File: config.mk
export PLATFORM = sky130hd
export DESIGN_NAME = pipe_ctrl_flat
export DESIGN_NICKNAME = d
export VERILOG_FILES = /design/src/rtl/pipe_ctrl_if.sv /design/src/rtl/pipe_ctrl.sv /design/src/flat_wrapper.sv
export SDC_FILE = /design/constraint.sdc
export NUM_CORES = 1
export LEC_CHECK = 0
export ABC_AREA = 1
export BUFFER_PORTS_ARGS = -buffer_cell sky130_fd_sc_hd__buf_2
export CORE_MARGIN = 1.5
export CORE_UTILIZATION = 40
export CTS_CLUSTER_DIAMETER = 60
export DETAILED_ROUTE_END_ITERATION = 6
export HOLD_SLACK_MARGIN = 0.03
export PLACE_DENSITY = 0.78
export SYNTH_ARGS = -nofsm -noshare
export SYNTH_HDL_FRONTEND = slang
export SYNTH_SLANG_ARGS = --single-unit
File: constraint.sdc
create_clock -name clk -period 1.31 [get_ports clk]
set_input_delay 0.262 -clock clk [delete_from_list [all_inputs] [get_ports clk]]
set_output_delay 0.262 -clock clk [all_outputs]
set_load 0.005 [all_outputs]
File: src/rtl/pipe_ctrl_if.sv
// Execute-stage request / pipeline control bundle for pipe_ctrl.
// The master side raises the requests, and the slave side (the controller) drives the control outputs.
interface pipe_ctrl_if #(
    parameter int ADDR_W = 32
);
    logic              jump_en_i;
    logic [ADDR_W-1:0] jump_addr_i;
    logic              hold_req_i;
    logic              halt_req_i;
    logic              resume_i;
    logic              jump_en_o;
    logic [ADDR_W-1:0] jump_addr_o;
    logic              flush_o;
    logic              stall_pc_o;
    logic              stall_if_id_o;
    logic              stall_id_ex_o;
    logic              halted_o;
    logic              hold_timeout_o;

    modport master (
        output jump_en_i, jump_addr_i, hold_req_i, halt_req_i, resume_i,
        input  jump_en_o, jump_addr_o, flush_o, stall_pc_o, stall_if_id_o,
               stall_id_ex_o, halted_o, hold_timeout_o
    );

    modport slave (
        input  jump_en_i, jump_addr_i, hold_req_i, halt_req_i, resume_i,
        output jump_en_o, jump_addr_o, flush_o, stall_pc_o, stall_if_id_o,
               stall_id_ex_o, halted_o, hold_timeout_o
    );
endinterface

File: src/rtl/pipe_ctrl.sv
// Pipeline sequencing controller: jump redirect with flush bubbles, hold stalls,
// hold watchdog and debug halt/resume.
module pipe_ctrl #(
    parameter int ADDR_W       = 32,
    parameter int FLUSH_CYCLES = 2,
    parameter int HOLD_MAX     = 16
) (
    input  logic          clk,
    input  logic          rst,
    pipe_ctrl_if.slave    bus
);
    localparam int FC_W = $clog2(FLUSH_CYCLES + 1);
    localparam int HC_W = $clog2(HOLD_MAX + 1);

    typedef enum logic [1:0] {
        ST_RUN   = 2'd0,
        ST_FLUSH = 2'd1,
        ST_HOLD  = 2'd2,
        ST_HALT  = 2'd3
    } state_t;

    state_t            state_q, state_d;
    logic [FC_W-1:0]   flush_cnt_q, flush_cnt_d;
    logic [HC_W-1:0]   hold_cnt_q, hold_cnt_d, hold_cnt_inc_s;
    logic              hold_timeout_q, hold_timeout_d;
    logic              jump_en_s, flush_s, stall_s, halted_s;
    logic [ADDR_W-1:0] jump_addr_s;

    // State, counters and sticky watchdog flag
    always_ff @(posedge clk or posedge rst) begin
        if (rst) begin
            state_q        <= ST_RUN;
            flush_cnt_q    <= {FC_W{1'b0}};
            hold_cnt_q     <= {HC_W{1'b0}};
            hold_timeout_q <= 1'b0;
        end else begin
            state_q        <= state_d;
            flush_cnt_q    <= flush_cnt_d;
            hold_cnt_q     <= hold_cnt_d;
            hold_timeout_q <= hold_timeout_d;
        end
    end

    // Hold counter saturates at HOLD_MAX instead of wrapping
    always_comb begin
        if (hold_cnt_q == HC_W'(HOLD_MAX)) begin
            hold_cnt_inc_s = hold_cnt_q;
        end else begin
            hold_cnt_inc_s = hold_cnt_q + HC_W'(1);
        end
    end

    // Next-state and control outputs; priority is halt > jump > hold
    always_comb begin
        state_d        = state_q;
        flush_cnt_d    = flush_cnt_q;
        hold_cnt_d     = hold_cnt_q;
        hold_timeout_d = hold_timeout_q;
        jump_en_s      = 1'b0;
        jump_addr_s    = {ADDR_W{1'b0}};
        flush_s        = 1'b0;
        stall_s        = 1'b0;
        halted_s       = 1'b0;
        case (state_q)
            ST_RUN: begin
                if (bus.halt_req_i) begin
                    state_d = ST_HALT;
                end else if (bus.jump_en_i) begin
                    jump_en_s   = 1'b1;
                    jump_addr_s = bus.jump_addr_i;
                    flush_s     = 1'b1;
                    if (FLUSH_CYCLES == 1) begin
                        state_d = ST_RUN;
                    end else begin
                        state_d     = ST_FLUSH;
                        flush_cnt_d = FC_W'(FLUSH_CYCLES - 1);
                    end
                end else if (bus.hold_req_i) begin
                    stall_s    = 1'b1;
                    state_d    = ST_HOLD;
                    hold_cnt_d = HC_W'(1);
                end else begin
                    state_d = ST_RUN;
                end
            end
            ST_FLUSH: begin
                // Requests seen here come from wrong-path slots being flushed
                flush_s = 1'b1;
                if (bus.halt_req_i) begin
                    state_d     = ST_HALT;
                    flush_cnt_d = {FC_W{1'b0}};
                end else if (flush_cnt_q <= FC_W'(1)) begin
                    state_d     = ST_RUN;
                    flush_cnt_d = {FC_W{1'b0}};
                end else begin
                    flush_cnt_d = flush_cnt_q - FC_W'(1);
                end
            end
            ST_HOLD: begin
                stall_s = bus.hold_req_i;
                if (bus.halt_req_i) begin
                    state_d = ST_HALT;
                end else if (!bus.hold_req_i) begin
                    state_d    = ST_RUN;
                    hold_cnt_d = {HC_W{1'b0}};
                end else if (hold_cnt_q >= HC_W'(HOLD_MAX - 1)) begin
                    state_d        = ST_HALT;
                    hold_cnt_d     = hold_cnt_inc_s;
                    hold_timeout_d = 1'b1;
                end else begin
                    hold_cnt_d = hold_cnt_inc_s;
                end
            end
            ST_HALT: begin
                halted_s = 1'b1;
                stall_s  = 1'b1;
                if (bus.resume_i && !bus.halt_req_i) begin
                    state_d     = ST_RUN;
                    hold_cnt_d  = {HC_W{1'b0}};
                    flush_cnt_d = {FC_W{1'b0}};
                end else begin
                    state_d = ST_HALT;
                end
            end
            default: begin
                state_d = ST_RUN;
            end
        endcase
    end

    // Mealy outputs would follow the inputs in reset, so force them quiet while rst is high
    always_comb begin
        if (rst) begin
            bus.jump_en_o     = 1'b0;
            bus.jump_addr_o   = {ADDR_W{1'b0}};
            bus.flush_o       = 1'b0;
            bus.stall_pc_o    = 1'b0;
            bus.stall_if_id_o = 1'b0;
            bus.stall_id_ex_o = 1'b0;
            bus.halted_o      = 1'b0;
        end else begin
            bus.jump_en_o     = jump_en_s;
            bus.jump_addr_o   = jump_addr_s;
            bus.flush_o       = flush_s;
            bus.stall_pc_o    = stall_s;
            bus.stall_if_id_o = stall_s;
            bus.stall_id_ex_o = stall_s;
            bus.halted_o      = halted_s;
        end
    end

    assign bus.hold_timeout_o = hold_timeout_q;
endmodule

File: src/flat_wrapper.sv
// flat-port wrapper written by rule: the top's interface ports become plain ports
module pipe_ctrl_flat 
#(
    parameter int ADDR_W       = 32,
    parameter int FLUSH_CYCLES = 2,
    parameter int HOLD_MAX     = 16
)
  (clk, rst, bus_jump_en_i, bus_jump_addr_i, bus_hold_req_i, bus_halt_req_i, bus_resume_i, bus_jump_en_o, bus_jump_addr_o, bus_flush_o, bus_stall_pc_o, bus_stall_if_id_o, bus_stall_id_ex_o, bus_halted_o, bus_hold_timeout_o);
  pipe_ctrl_if #(.ADDR_W(ADDR_W)) bus_i ();
  input  logic clk;
  input  logic rst;
  input wire logic [$bits(bus_i.jump_en_i)-1:0] bus_jump_en_i;
  input wire logic [$bits(bus_i.jump_addr_i)-1:0] bus_jump_addr_i;
  input wire logic [$bits(bus_i.hold_req_i)-1:0] bus_hold_req_i;
  input wire logic [$bits(bus_i.halt_req_i)-1:0] bus_halt_req_i;
  input wire logic [$bits(bus_i.resume_i)-1:0] bus_resume_i;
  output wire logic [$bits(bus_i.jump_en_o)-1:0] bus_jump_en_o;
  output wire logic [$bits(bus_i.jump_addr_o)-1:0] bus_jump_addr_o;
  output wire logic [$bits(bus_i.flush_o)-1:0] bus_flush_o;
  output wire logic [$bits(bus_i.stall_pc_o)-1:0] bus_stall_pc_o;
  output wire logic [$bits(bus_i.stall_if_id_o)-1:0] bus_stall_if_id_o;
  output wire logic [$bits(bus_i.stall_id_ex_o)-1:0] bus_stall_id_ex_o;
  output wire logic [$bits(bus_i.halted_o)-1:0] bus_halted_o;
  output wire logic [$bits(bus_i.hold_timeout_o)-1:0] bus_hold_timeout_o;
  assign bus_i.jump_en_i = bus_jump_en_i;
  assign bus_i.jump_addr_i = bus_jump_addr_i;
  assign bus_i.hold_req_i = bus_hold_req_i;
  assign bus_i.halt_req_i = bus_halt_req_i;
  assign bus_i.resume_i = bus_resume_i;
  assign bus_jump_en_o = bus_i.jump_en_o;
  assign bus_jump_addr_o = bus_i.jump_addr_o;
  assign bus_flush_o = bus_i.flush_o;
  assign bus_stall_pc_o = bus_i.stall_pc_o;
  assign bus_stall_if_id_o = bus_i.stall_if_id_o;
  assign bus_stall_id_ex_o = bus_i.stall_id_ex_o;
  assign bus_halted_o = bus_i.halted_o;
  assign bus_hold_timeout_o = bus_i.hold_timeout_o;
  pipe_ctrl #(.ADDR_W(ADDR_W), .FLUSH_CYCLES(FLUSH_CYCLES), .HOLD_MAX(HOLD_MAX)) u_core (.clk(clk), .rst(rst), .bus(bus_i));
endmodule
Word level (Yosys, flattened, before mapping)

Cells that the tools add are included.

Register bits: 10
Bits in latches: 0
Bits in writable memories: 0
Memory bits (read-only): 0
Output and inout port bits: 39
Memories: 0

Add/sub/neg operators: 2
$mul: 0
Divide/modulo/power cells: 0
Order comparisons: 2
Equal/unequal tests: 13
Shift operators: 0
Muxes and demuxes: 41
Bitwise operators: 1
Reductions and logical operators: 9

Operator list:

| cell                  | count |
|---|---|
| $mux W32              | 4 |
| $mux W5               | 7 |
| $mux W2               | 14 |
| $pmux W5 S3           | 1 |
| $mux W1               | 11 |
| $ne A2 B2 Y1 const B  | 5 |
| $pmux W2 S4           | 1 |
| $reduce_and A4 Y1     | 2 |
| $reduce_and A7 Y1     | 1 |
| $pmux W2 S3           | 1 |
| $reduce_bool A3 Y1    | 2 |
| $add A5 B1 Y5 const B | 1 |
| $eq A5 B5 Y1 const B  | 1 |
| $ge A5 B4 Y1 const B  | 1 |
| $eq A2 B2 Y1 const B  | 2 |
| $ne A4 B3 Y1 const B  | 1 |
| $ne A3 B2 Y1 const B  | 1 |
| $ne A3 B3 Y1 const B  | 1 |
| $pmux W1 S3           | 1 |
| $eq A2 B1 Y1 const B  | 1 |
| $le A2 B1 Y1 const B  | 1 |
| $logic_not A2 Y1      | 1 |
| $ne A2 B1 Y1 const B  | 1 |
| $pmux W1 S2           | 1 |
| other kinds (5)       | 5 |

Longest topological paths before layout

Gate-level depths: netlist (run 1).

Depth in word-level cells: 5
Gate-level depth with buffers: 10
Depth with buffers taken out: 10

Least setup slack after synthesis (run 1)

No wires, ideal clock.

Kind: register to output
Start point: register u_core.state_q[0]
End point: output bus_jump_addr_o[0]
Arrival time: 1,165 ps
Path slack: -117 ps
Stages on the path, launching flop included: 8
Buffers on the path: 2
Cells stage by stage: dfrtp_1 buf_6 nor2_4 nand3_2 nor2_4 inv_4 buf_12 nor2_4

Cells in the longest elaborated chain, start to end: 3

Ends and longest elaborated chain:

| item                     | line               | RTL |
|---|---|---|
| start: declaration       | pipe_ctrl.sv:22    | `state_t state_q, state_d;` |
| start signal: assignment | pipe_ctrl.sv:37    | `state_q <= state_d;` |
| $logic_not A2 Y1         | pipe_ctrl.sv:64    | `case (state_q)` |
| $mux W32                 | pipe_ctrl.sv:64    |  |
| $mux W32                 | pipe_ctrl.sv:133   | `if (rst) begin` |
| end: declaration         | flat_wrapper.sv:18 | `output wire logic [$bits(bus_i.jump_addr_o)-1:0] bus_jump_addr_o;` |

No other way between the ends.

Final worst setup path (run 1)

Start point: register u_core.state_q[0]
End point: output bus_jump_addr_o[8]

The elaborated chain is that of the path after synthesis.

==> results of run 1 <==
## critical path, delay by kind of cell, from the launching register on
kind / cells / cell delay (ps)
buffers and inverters: 3 / 350
DFF: 1 / 410
and+or+nand+nor: 4 / 430
## sequential cells by signal (all words and copies together) (netlist names)
signal and flops:
u_core.bus.hold_timeout_o 1, u_core.flush_cnt_q 2, u_core.hold_cnt_q 5, u_core.state_q 2
## power by group through the flow
stage,clock [mW],sequential (mW),combinational (mW)
floorplan,0,0.472,0.930
finish,0.285,0.464,1.77
global route,0.309,0.478,1.93
global placement,0,0.457,1.36
detailed placement,0,0.463,1.38
CTS,0.288,0.456,1.62
## kinds of logic after synthesis
group                      after synthesis  synth area share
and+or+nand+nor                        104            0.5380
buffers and inverters                   54            0.2069
DFF                                     10            0.1925
AOI/OAI and AO/OA                        8           0.03369
adders and majority gates                3           0.02888
## layout make-up
| class | instances | area [um2] | share of cell area |
|---|---|---|---|
| Clock buffer | 4 | 36.28 | 0.01760 |
| Timing Repair Buffer | 104 | 664.4 | 0.3222 |
| Multi-Input combinational cell | 115 | 869.6 | 0.4217 |
| Tap cell | 44 | 55.05 | 0.02670 |
| Inverter | 48 | 186.4 | 0.09041 |
| Sequential cell | 10 | 250.2 | 0.1214 |
## layout by cell type, fill, tap and decap left out, types with 3 or more instances in the layout
master	n
nand2_4	4
nand4_1	4
nor2_4	35
buf_12	3
buf_6	9
nor2_1	9
buf_4	17
nor2_2	4
clkbuf_4	3
nand2_1	34
inv_1	42
dfrtp_1	10
nand3_1	6
buf_2	75
## per-stage QoR
stage	setup TNS, ps	setup WS [ps]	instance area (um2)	hold slack [ps]	utilization
finish	-16220	-416.5	2062	166.3	0.6699
global route	-20930	-520.6	2062	186.8	0.6699
CTS	-15400	-405.4	2006	179.1	0.6516
detailed placement	-3785	-135.7	1852	459.8	0.6016
global placement	-2431	-80.20	1852	451.7	0.6016
floorplan	-3591	-117.4	1319	102.2	-
## path summary, 6_finish.rpt
check                                                      start                                     to  cells after the start
max reg2reg                        u_core.state_q[0]$_DFFE_PP0P_       u_core.hold_cnt_q[1]$_DFFE_PP0P_                     11
min                                                          rst          u_core.state_q[0]$_DFFE_PP0P_                      3
min reg2reg                u_core.bus.hold_timeout_o$_DFFE_PP0P_  u_core.bus.hold_timeout_o$_DFFE_PP0P_                      1
max                                u_core.state_q[0]$_DFFE_PP0P_                     bus_jump_addr_o[8]                      7
min in group clk                                   bus_jump_en_i          u_core.state_q[0]$_DFFE_PP0P_                      5
max in group asynchronous                                    rst      u_core.flush_cnt_q[1]$_DFFE_PP0P_                      3
## layer usage
layer,vias to the layer above,wire length [um],track usage
li1,720,-,-
met1,660,1336,0.2100
met2,63,1897,0.3835
met3,2,233,0.02597
met4,0,25,0.03810
met5,-,0,0
## what timing repair did
action / CTS / global route
hold buffers: 0 / 0
endpoints found under the setup margin: 48 / 48
pin swaps: 10 / 5
buffers inserted: 7 / 2
gates resized for setup: 21 / 13
==> impl_metrics.csv, run 1 <==
group,metric,value,unit
global_route,grt_pass1_wl,5361,um
global_route,antenna_found_initial,0,
cells_and_area,areaGrowthSynthToFinish,58.61,%
power,clkPwrFrac,0.113,
critical_path,crit_type,"reg -> out",
critical_path,worstPathArrival,1460,ps
critical_path,crit_path_max_fanout,12,
timing,finalCritPeriodShare,1.318,
global_route,grt_overflow,0,
floorplanning,die_h,60.01,um
logic_synthesis,synth.distinct_cells,25,
critical_path,cpMostUsedCell,"nor2_4",
critical_path,critPathRequiredTime,1050,ps
clock_tree,cts-htree-levels,1,
power,seqPwrFrac,0.184,
critical_path,cp_slowest_stage_delay,410,ps
cells_and_area,fin_nets,323,
clock_tree,cts_tree,"done",
logic_synthesis,ys_warn_count,0,
logic_synthesis,async_reset_ff_frac,1.000,
detailed_routing,wl_per_cell,10.75,um
logic_synthesis,ys.flop_type,"dfrtp_1",
logic_synthesis,synth_top_area_cell,"nor2_4",
detailed_routing,drt_wl_total,3493,um
placement,place_congestion,0.7895,
logic_synthesis,netlist_area,0.001300,mm2
timing,hold_viol,0,
logic_synthesis,synthTopCellsByArea,"nor2_4 (29%), dfrtp_1 (19%), inv_1 (12%)",
detailed_routing,vias,1445,
critical_path,slowest_stage,"dfrtp_1",
power,intPower,1.349,mW
power,fin_total_pwr,2.518,mW
logic_synthesis,ys_seq_area_frac,0.1925,
cells_and_area,layout-drive-gt1-share,0.5943,
placement,dp_hpwl,2608,um
clock_tree,cts_root_buffer,"clkbuf_4",
detailed_routing,drt_drc_violations_left,0,
global_route,grt_pass1_vias,1301,
cells_and_area,instances_no_fill,325,
timing,rsz0062_at_grt,"yes",
power,p_switching,1.169,mW
placement,port_buffers,76,
timing,slew_headroom,0.7185,
critical_path,end_kind,"output port",
timing,fmax,579.2,MHz
timing,finalMaxSlewViolations,0,
floorplanning,pin_count,77,
floorplanning,rows,20,
timing,period_needed,1727,ps
power,leakagePower,1.200,nW
cells_and_area,diodes,0,
logic_synthesis,syn_avg_cell_area,7.263,um2
timing,finClkSkew,5.201,ps
power,p_comb_frac,0.703,
timing,worst_slew_pin_slew,421.8,ps
global_route,grt_max_degree,13,
floorplanning,fp.coreArea,0.003078,mm2
clock_tree,cts_made_buffers,3,
power,peakVddDrop,1055,uV
detailed_routing,drtIter0Drc,44,
clock_tree,clk_path_buf_depth,2,
critical_path,start_kind,"flop",
timing,fin_ws,-416.5,ps
logic_synthesis,yosys.area.top_type_share,0.2945,
detailed_routing,drt_pre_antenna_iters,4,
power,p_per_area,1221,mW/mm2
logic_synthesis,synth_common_cells,"inv_1 (43), nand2_1 (37), nor2_4 (34), nor2_1 (13), dfrtp_1 (10)",
logic_synthesis,syn_inst,179,
critical_path,crit_path_cell_trace,"nor2_4 -> nand3_2 -> nor2_4 -> inv_4 -> buf_12 -> nor2_4 -> buf_2",
placement,dpl.cell_count,313,
power,swShare,0.4642,
logic_synthesis,ys_ff_latch,10,
clock_tree,clk_latency,260,ps
detailed_routing,vias_per_cell,4.446,
clock_tree,clkSinkCount,10,
floorplanning,die_w,60.01,um
global_route,track_usage,0.1919,
floorplanning,start_util,0.4224,
floorplanning,die_area,0.003601,mm2
outcome,violations,"setup timing",
logic_synthesis,synth_most_common_cell,"inv_1",
critical_path,r2r_slack,-290,ps
flow_run,maxCapViolCount,0,
clock_tree,clk_pin_slew,80,ps
cells_and_area,fillerInstances,241,
logic_synthesis,synth-edff-count,0,
logic_synthesis,syn-num-nets,220,
worst_hold_path,hold_class,"in -> async",
outcome,status,"complete, but fails checks",
detailed_routing,ant_nets,0,
timing,setup_violations,48,
Power figures use the tool's default switching activity.
==> inputs of run 2 (changes only) <==
- CELL_PAD_IN_SITES_DETAIL_PLACEMENT: default -> 0
- CELL_PAD_IN_SITES_GLOBAL_PLACEMENT: default -> 2
- CORE_UTILIZATION: 40 -> 20
- PLACE_DENSITY: 0.78 -> default
- PLACE_DENSITY_LB_ADDON: default -> 0.1
==> run 2 against run 1 <==
The run still ends with setup timing left. Highest routed layer unchanged. Global-route usage down 9.1 points. Clock skew grew 0.96 ps. Register-to-register slack improved by 140 ps.
==> impl_metrics.csv, run 2 (synthesis results as in run 1) <==
group,metric,value,unit
power,peakVddDrop,880.9,uV
timing,tns,-15170,ps
clock_tree,clkSinkCount,10,
cells_and_area,areaGrowthSynthToFinish,74.88,%
timing,hold_viol,0,
detailed_routing,drtIter0Drc,17,
timing,period_needed,1721,ps
cells_and_area,post-route-util,0.3601,
power,intPower,1.812,mW
critical_path,crit_type,"reg -> out",
clock_tree,clk_pin_slew,50,ps
global_route,grt_max_degree,18,
cells_and_area,diodes,0,
timing,finClkSkew,6.157,ps
placement,dp_hpwl,2878,um
outcome,violations,"setup timing",
global_route,grt_use_met3,0.02275,
timing,fin_ws,-410.7,ps
clock_tree,cts_tree,"done",
clock_tree,clk_path_buf_depth,2,
flow_run,maxCapViolCount,0,
critical_path,critPathRequiredTime,1050,ps
floorplanning,die_w,83.62,um
global_route,gr-usage-met1,0.1367,
cells_and_area,regMostFlops,"u_core.hold_cnt_q",
power,p_per_area,1379,mW/mm2
detailed_routing,wl_per_cell,9.942,um
floorplanning,die_h,83.62,um
detailed_routing,ant_nets,0,
outcome,status,"complete, but fails checks",
power,p_comb_frac,0.719,
global_route,grt_overflow,0,
global_route,antenna_found_initial,0,
cells_and_area,fin_nets,330,
clock_tree,cts-htree-levels,1,
clock_tree,cts_root_buffer,"clkbuf_8",
timing,finalCritPeriodShare,1.313,
timing,fmax,581.2,MHz
clock_tree,hold_buffers,0,
placement,place_congestion,0.6956,
power,leakagePower,1.271,nW
detailed_routing,vias_per_cell,3.836,
cells_and_area,layout-drive-gt1-share,0.6597,
global_route,grt_pass1_wl,5989,um
floorplanning,die_area,0.006992,mm2
floorplanning,rows,29,
critical_path,worstPathArrival,1460,ps
power,clkPwrFrac,0.128,
floorplanning,fp.coreArea,0.006314,mm2
floorplanning,start_util,0.2059,
cells_and_area,largest_reg_flops,5,
timing,rsz0062_at_grt,"yes",
cells_and_area,final_common_cell,"buf_2",
placement,preCtsSetupSlack,-142.8,ps
clock_tree,clk_latency,240,ps
global_route,busiest_layer,"met2",
clock_tree,cts_made_buffers,3,
power,p_switching,1.322,mW
placement,port_buffers,76,
cells_and_area,most-common-layout-cells,"buf_2 (75), inv_1 (42), nor2_4 (37)",
critical_path,start_kind,"flop",
detailed_routing,drt_drc_violations_left,0,
worst_hold_path,hold_class,"in -> async",
detailed_routing,vias,1400,
timing,slew_headroom,0.7202,
floorplanning,pin_count,77,
cells_and_area,fillerInstances,698,
critical_path,end_kind,"output port",
global_route,track_usage,0.1013,
power,seqPwrFrac,0.153,
detailed_routing,drt_pre_antenna_iters,5,
critical_path,crit_path_max_fanout,14,
global_route,met2_usage,0.1650,
timing,finalMaxSlewViolations,0,
detailed_routing,drt_wl_total,3629,um
cells_and_area,reg.largest.list,"u_core.hold_cnt_q (5), u_core.flush_cnt_q (2), u_core.state_q (2)",
global_route,grt_pass1_vias,1262,
timing,worst_slew_pin_slew,419.3,ps
timing,setup_violations,48,
power,swShare,0.4217,
## run 2: cell count changes in the layout (fill, tap and decap cells not counted), moves of 2 or more
cell,before,now
nand2_1,34,28
nand2_4,4,6
nand3_1,6,2
nor2_1,9,6
clkbuf_8,1,4
inv_4,2,4
nand3_2,2,6
buf_6,9,15
nand2_2,2,6
clkbuf_4,3,0
nor2_4,35,37
## run 2: power groups by stage
stage               clock network (mW)  registers [mW]  logic, mW
global placement                     0           0.472       1.56
floorplan                            0           0.472      0.930
global route                     0.436           0.492       2.48
CTS                              0.416           0.470       1.87
detailed placement                   0           0.475       1.52
finish                           0.401           0.481       2.25
## run 2: area by class of cell
| cell class | instances | area [um2] | share of cell area |
|---|---|---|---|
| Timing Repair Buffer | 111 | 752.0 | 0.3308 |
| Tap cell | 77 | 96.34 | 0.04238 |
| Inverter | 48 | 190.2 | 0.08365 |
| Sequential cell | 10 | 251.5 | 0.1106 |
| Clock buffer | 4 | 55.05 | 0.02422 |
| Multi-Input combinational cell | 115 | 928.4 | 0.4084 |
## run 2: metrics by stage
step / area (um2) / instances / power, mW / hold WS (ps)
4_1_cts: 2092 / 358 / 2.753 / 226.4
6_report: 2273 / 365 / 3.134 / 197.4
5_1_grt: 2273 / 365 / 3.406 / 257.6
2_1_floorplan: 1319 / 179 / 1.402 / 102.2
3_3_place_gp: 1903 / 349 / 2.031 / 455.5
3_5_place_dp: 1903 / 349 / 1.996 / 464.4
## run 2: what timing repair did
action	4_1_cts	5_1_grt
setup endpoints to repair	45	48
hold endpoints to repair	0	0
buffers inserted	5	7
pin swaps	15	25
resized for setup	28	36
cloned	0	1
## run 2: critical path, stage by stage, from the launching register on
cell and delay (ps):
dfrtp_1 410, nor2_4 130, nand3_2 100, nor2_4 150
inv_4 70, buf_12 170, nor2_4 70, buf_2 110
## run 2: final timing paths
check,from,endpoint,slack [ps],cells past startpoint
worst min-delay path,rst,u_core.hold_cnt_q[4]$_DFFE_PP0P_,200,3
max in group asynchronous,rst,u_core.state_q[0]$_DFFE_PP0P_,790,3
worst max register to register,u_core.state_q[0]$_DFFE_PP0P_,u_core.hold_cnt_q[1]$_DFFE_PP0P_,-150,10
min in group clk,u_core.bus.hold_timeout_o$_DFFE_PP0P_,u_core.bus.hold_timeout_o$_DFFE_PP0P_,470,1
worst max-delay path,u_core.state_q[1]$_DFFE_PP0P_,bus_jump_addr_o[11],-410,7
worst min register to register,u_core.bus.hold_timeout_o$_DFFE_PP0P_,u_core.bus.hold_timeout_o$_DFFE_PP0P_,470,1
## run 2: metal layers
metal,vias up,share of wire
li1,738,-
met1,600,0.44
met2,60,0.47
met3,2,0.083
met4,0,0.0033
met5,-,0
==> inputs of run 3 (changes only) <==
- ABC_AREA: 1 -> default
- CORE_UTILIZATION: 20 -> 16
==> run 3 against run 2 <==
The run still ends with setup timing left. Area after synthesis is 30% lower. Die area down 12%. Flip-flop and latch count is the same. Register-to-register slack lost 210 ps. Clock skew grew 2.0 ps. Synthesized cell count shrank 37%. Fmax up 2.8%. Worst setup slack improved by 46 ps. First-iteration DRC count increased by 71%. Critical path type unchanged. Largest power group unchanged.
==> impl_metrics.csv, run 3 <==
group,metric,value,unit
logic_synthesis,ys_seq_area_frac,0.2762,
logic_synthesis,syn-num-nets,154,
timing,rsz0062_at_grt,"yes",
timing,hold-worst-slack,228.1,ps
cells_and_area,reg.largest.list,"u_core.hold_cnt_q (5), u_core.flush_cnt_q (2), u_core.state_q (2)",
timing,period_needed,1674,ps
floorplanning,fp.coreArea,0.005473,mm2
placement,dp_hpwl,2776,um
cells_and_area,multi_input_area,685.7,um2
logic_synthesis,synth_common_cells,"and2_1 (32), dfrtp_1 (10), inv_1 (10), o21ai_0 (7)",
logic_synthesis,synth.distinct_cells,34,
logic_synthesis,ys_ff_latch,10,
timing,finClkSkew,8.169,ps
power,swShare,0.2842,
cells_and_area,areaGrowthSynthToFinish,95.58,%
detailed_routing,drtIter0Drc,29,
global_route,track_usage,0.1092,
logic_synthesis,syn_avg_cell_area,8.017,um2
logic_synthesis,ys.flop_type,"dfrtp_1",
critical_path,worstPathArrival,1410,ps
timing,finalMaxSlewViolations,0,
floorplanning,start_util,0.1655,
logic_synthesis,synth_top_area_cell,"dfrtp_1",
cells_and_area,layout-drive-gt1-share,0.6284,
timing,slew_headroom,0.8224,
global_route,grt_pass1_wl,5361,um
clock_tree,clkSinkCount,10,
critical_path,start_kind,"flop",
detailed_routing,vias_per_cell,4.010,
critical_path,cp_slowest_stage_delay,390,ps
critical_path,critPathRequiredTime,1050,ps
cells_and_area,diodes,0,
global_route,grt_max_degree,34,
critical_path,slowest_stage,"dfrtp_1",
cells_and_area,ff_latch_area,251.5,um2
global_route,grt_pass1_vias,1147,
clock_tree,clk_path_buf_depth,2,
clock_tree,cts_made_buffers,3,
cells_and_area,fillerInstances,609,
power,leakagePower,0.9828,nW
cells_and_area,fin_nets,260,
timing,worst_slew_pin_slew,263.5,ps
placement,place_congestion,0.7440,
cells_and_area,final_common_cell,"buf_2",
detailed_routing,wl_per_cell,11.69,um
critical_path,crit_type,"reg -> out",
outcome,violations,"setup timing",
critical_path,end_kind,"output port",
critical_path,crit_path_cell_trace,"inv_2 -> nand2_4 -> nor4_4 -> buf_12 -> and2_1 -> buf_2",
logic_synthesis,ys_warn_count,0,
global_route,grt_overflow,0,
power,clkPwrFrac,0.318,
timing,hold_viol,0,
logic_synthesis,synthTopCellsByArea,"dfrtp_1 (28%), and2_1 (22%), ha_1 (4.1%)",
logic_synthesis,synth_most_common_cell,"and2_1",
timing,fmax,597.3,MHz
timing,setup_violations,46,
placement,port_buffers,76,
cells_and_area,most-common-layout-cells,"buf_2 (76), and2_1 (32), buf_4 (29)",
outcome,status,"complete, but fails checks",
detailed_routing,ant_nets,0,
power,peakVddDrop,354.6,uV
critical_path,crit_path_max_fanout,33,
power,seqPwrFrac,0.296,
power,p_per_area,683.6,mW/mm2
clock_tree,cts_root_buffer,"clkbuf_8",
critical_path,r2r_slack,-360,ps
cells_and_area,largest_reg_flops,5,
logic_synthesis,syn_inst,113,
timing,fin_ws,-364.2,ps
clock_tree,cts-htree-levels,1,
cells_and_area,regMostFlops,"u_core.hold_cnt_q",
floorplanning,rows,27,
logic_synthesis,synth-edff-count,0,
clock_tree,hold_buffers,0,
detailed_routing,vias,1163,
floorplanning,die_w,78.25,um
clock_tree,clk_pin_slew,50,ps
floorplanning,die_area,0.006122,mm2
worst_hold_path,hold_class,"in -> async",
detailed_routing,drt_wl_total,3390,um
power,p_comb_frac,0.386,
timing,finalCritPeriodShare,1.278,
detailed_routing,drt_pre_antenna_iters,4,
power,p_switching,0.3441,mW
clock_tree,cts_tree,"done",
logic_synthesis,async_reset_ff_frac,1.000,
floorplanning,pin_count,77,
floorplanning,die_h,78.25,um
flow_run,maxCapViolCount,0,
power,fin_total_pwr,1.211,mW
clock_tree,clk_latency,240,ps
power,intPower,0.8669,mW
logic_synthesis,yosys.area.top_type_share,0.2762,
global_route,antenna_found_initial,0,
logic_synthesis,netlist_area,905.9,um2
detailed_routing,drt_drc_violations_left,0,
## run 3: metal layers
| metal | vias up | global-route usage | share of wire |
|---|---|---|---|
| li1 | 591 | - | - |
| met1 | 530 | 0.1188 | 0.38 |
| met2 | 40 | 0.2139 | 0.55 |
| met3 | 2 | 0.03140 | 0.067 |
| met4 | 0 | 0.01071 | 0.0035 |
| met5 | - | 0 | 0 |
## run 3: kinds of logic after synthesis
group | count (synthesis) | synth area share
AOI/OAI and AO/OA | 25 | 0.2031
adders and majority gates | 3 | 0.04144
and+or+nand+nor | 57 | 0.3854
buffers and inverters | 18 | 0.09392
DFF | 10 | 0.2762
## run 3: cell type report
type	instances	share of cell area
clock buffer	4	0.03107
multi-input combinational	85	0.3870
tap	72	0.05085
inverter	10	0.02119
timing repair buffer	109	0.3679
sequential	10	0.1419
## run 3: timing repair
item / in CTS / in global routing
pin swaps: 4 / 5
setup endpoints to repair: 45 / 47
resized for setup: 17 / 9
buffers inserted: 5 / 3
## run 3: path summary, 6_finish.rpt
check | start | end | cells after the start
setup / recovery | u_core.state_q[0]$_DFFE_PP0P_ | bus_jump_addr_o[7] | 6
hold / removal | rst | u_core.hold_cnt_q[4]$_DFFE_PP0P_ | 4
setup reg to reg | u_core.state_q[0]$_DFFE_PP0P_ | u_core.hold_cnt_q[1]$_DFFE_PP0P_ | 5
hold reg to reg | u_core.bus.hold_timeout_o$_DFFE_PP0P_ | u_core.bus.hold_timeout_o$_DFFE_PP0P_ | 1
max in group asynchronous | rst | u_core.state_q[1]$_DFFE_PP0P_ | 4
min in group clk | bus_resume_i | u_core.state_q[1]$_DFFE_PP0P_ | 3
## run 3: through the flow
| step | instance area [um2] | util | instances | setup WS [ps] | setup TNS, ps |
|---|---|---|---|---|---|
| 3_3_place_gp | 1560 | 0.2851 | 278 | -206.9 | -5940 |
| 3_5_place_dp | 1560 | 0.2851 | 278 | -223.8 | -6150 |
| 5_1_grt | 1772 | 0.3237 | 290 | -482.5 | -18920 |
| 2_1_floorplan | 945.9 | - | 113 | -127.6 | -2436 |
| 6_report | 1772 | 0.3237 | 290 | -364.2 | -14270 |
| 4_1_cts | 1712 | 0.3128 | 287 | -363.2 | -14140 |
## run 3: power groups by stage
| stage | registers, mW | logic, mW | clock network [mW] |
|---|---|---|---|
| floorplan | 0.362 | 0.169 | 0 |
| global placement | 0.361 | 0.367 | 0 |
| detailed placement | 0.363 | 0.367 | 0 |
| CTS | 0.357 | 0.432 | 0.405 |
| global route | 0.361 | 0.517 | 0.429 |
| finish | 0.358 | 0.468 | 0.385 |
## run 3: critical path: cells and delay by family (launching register included)
kind                   cells  cell delay, ps
buffers and inverters      3             400
DFF                        1             390
and+or+nand+nor            3             390
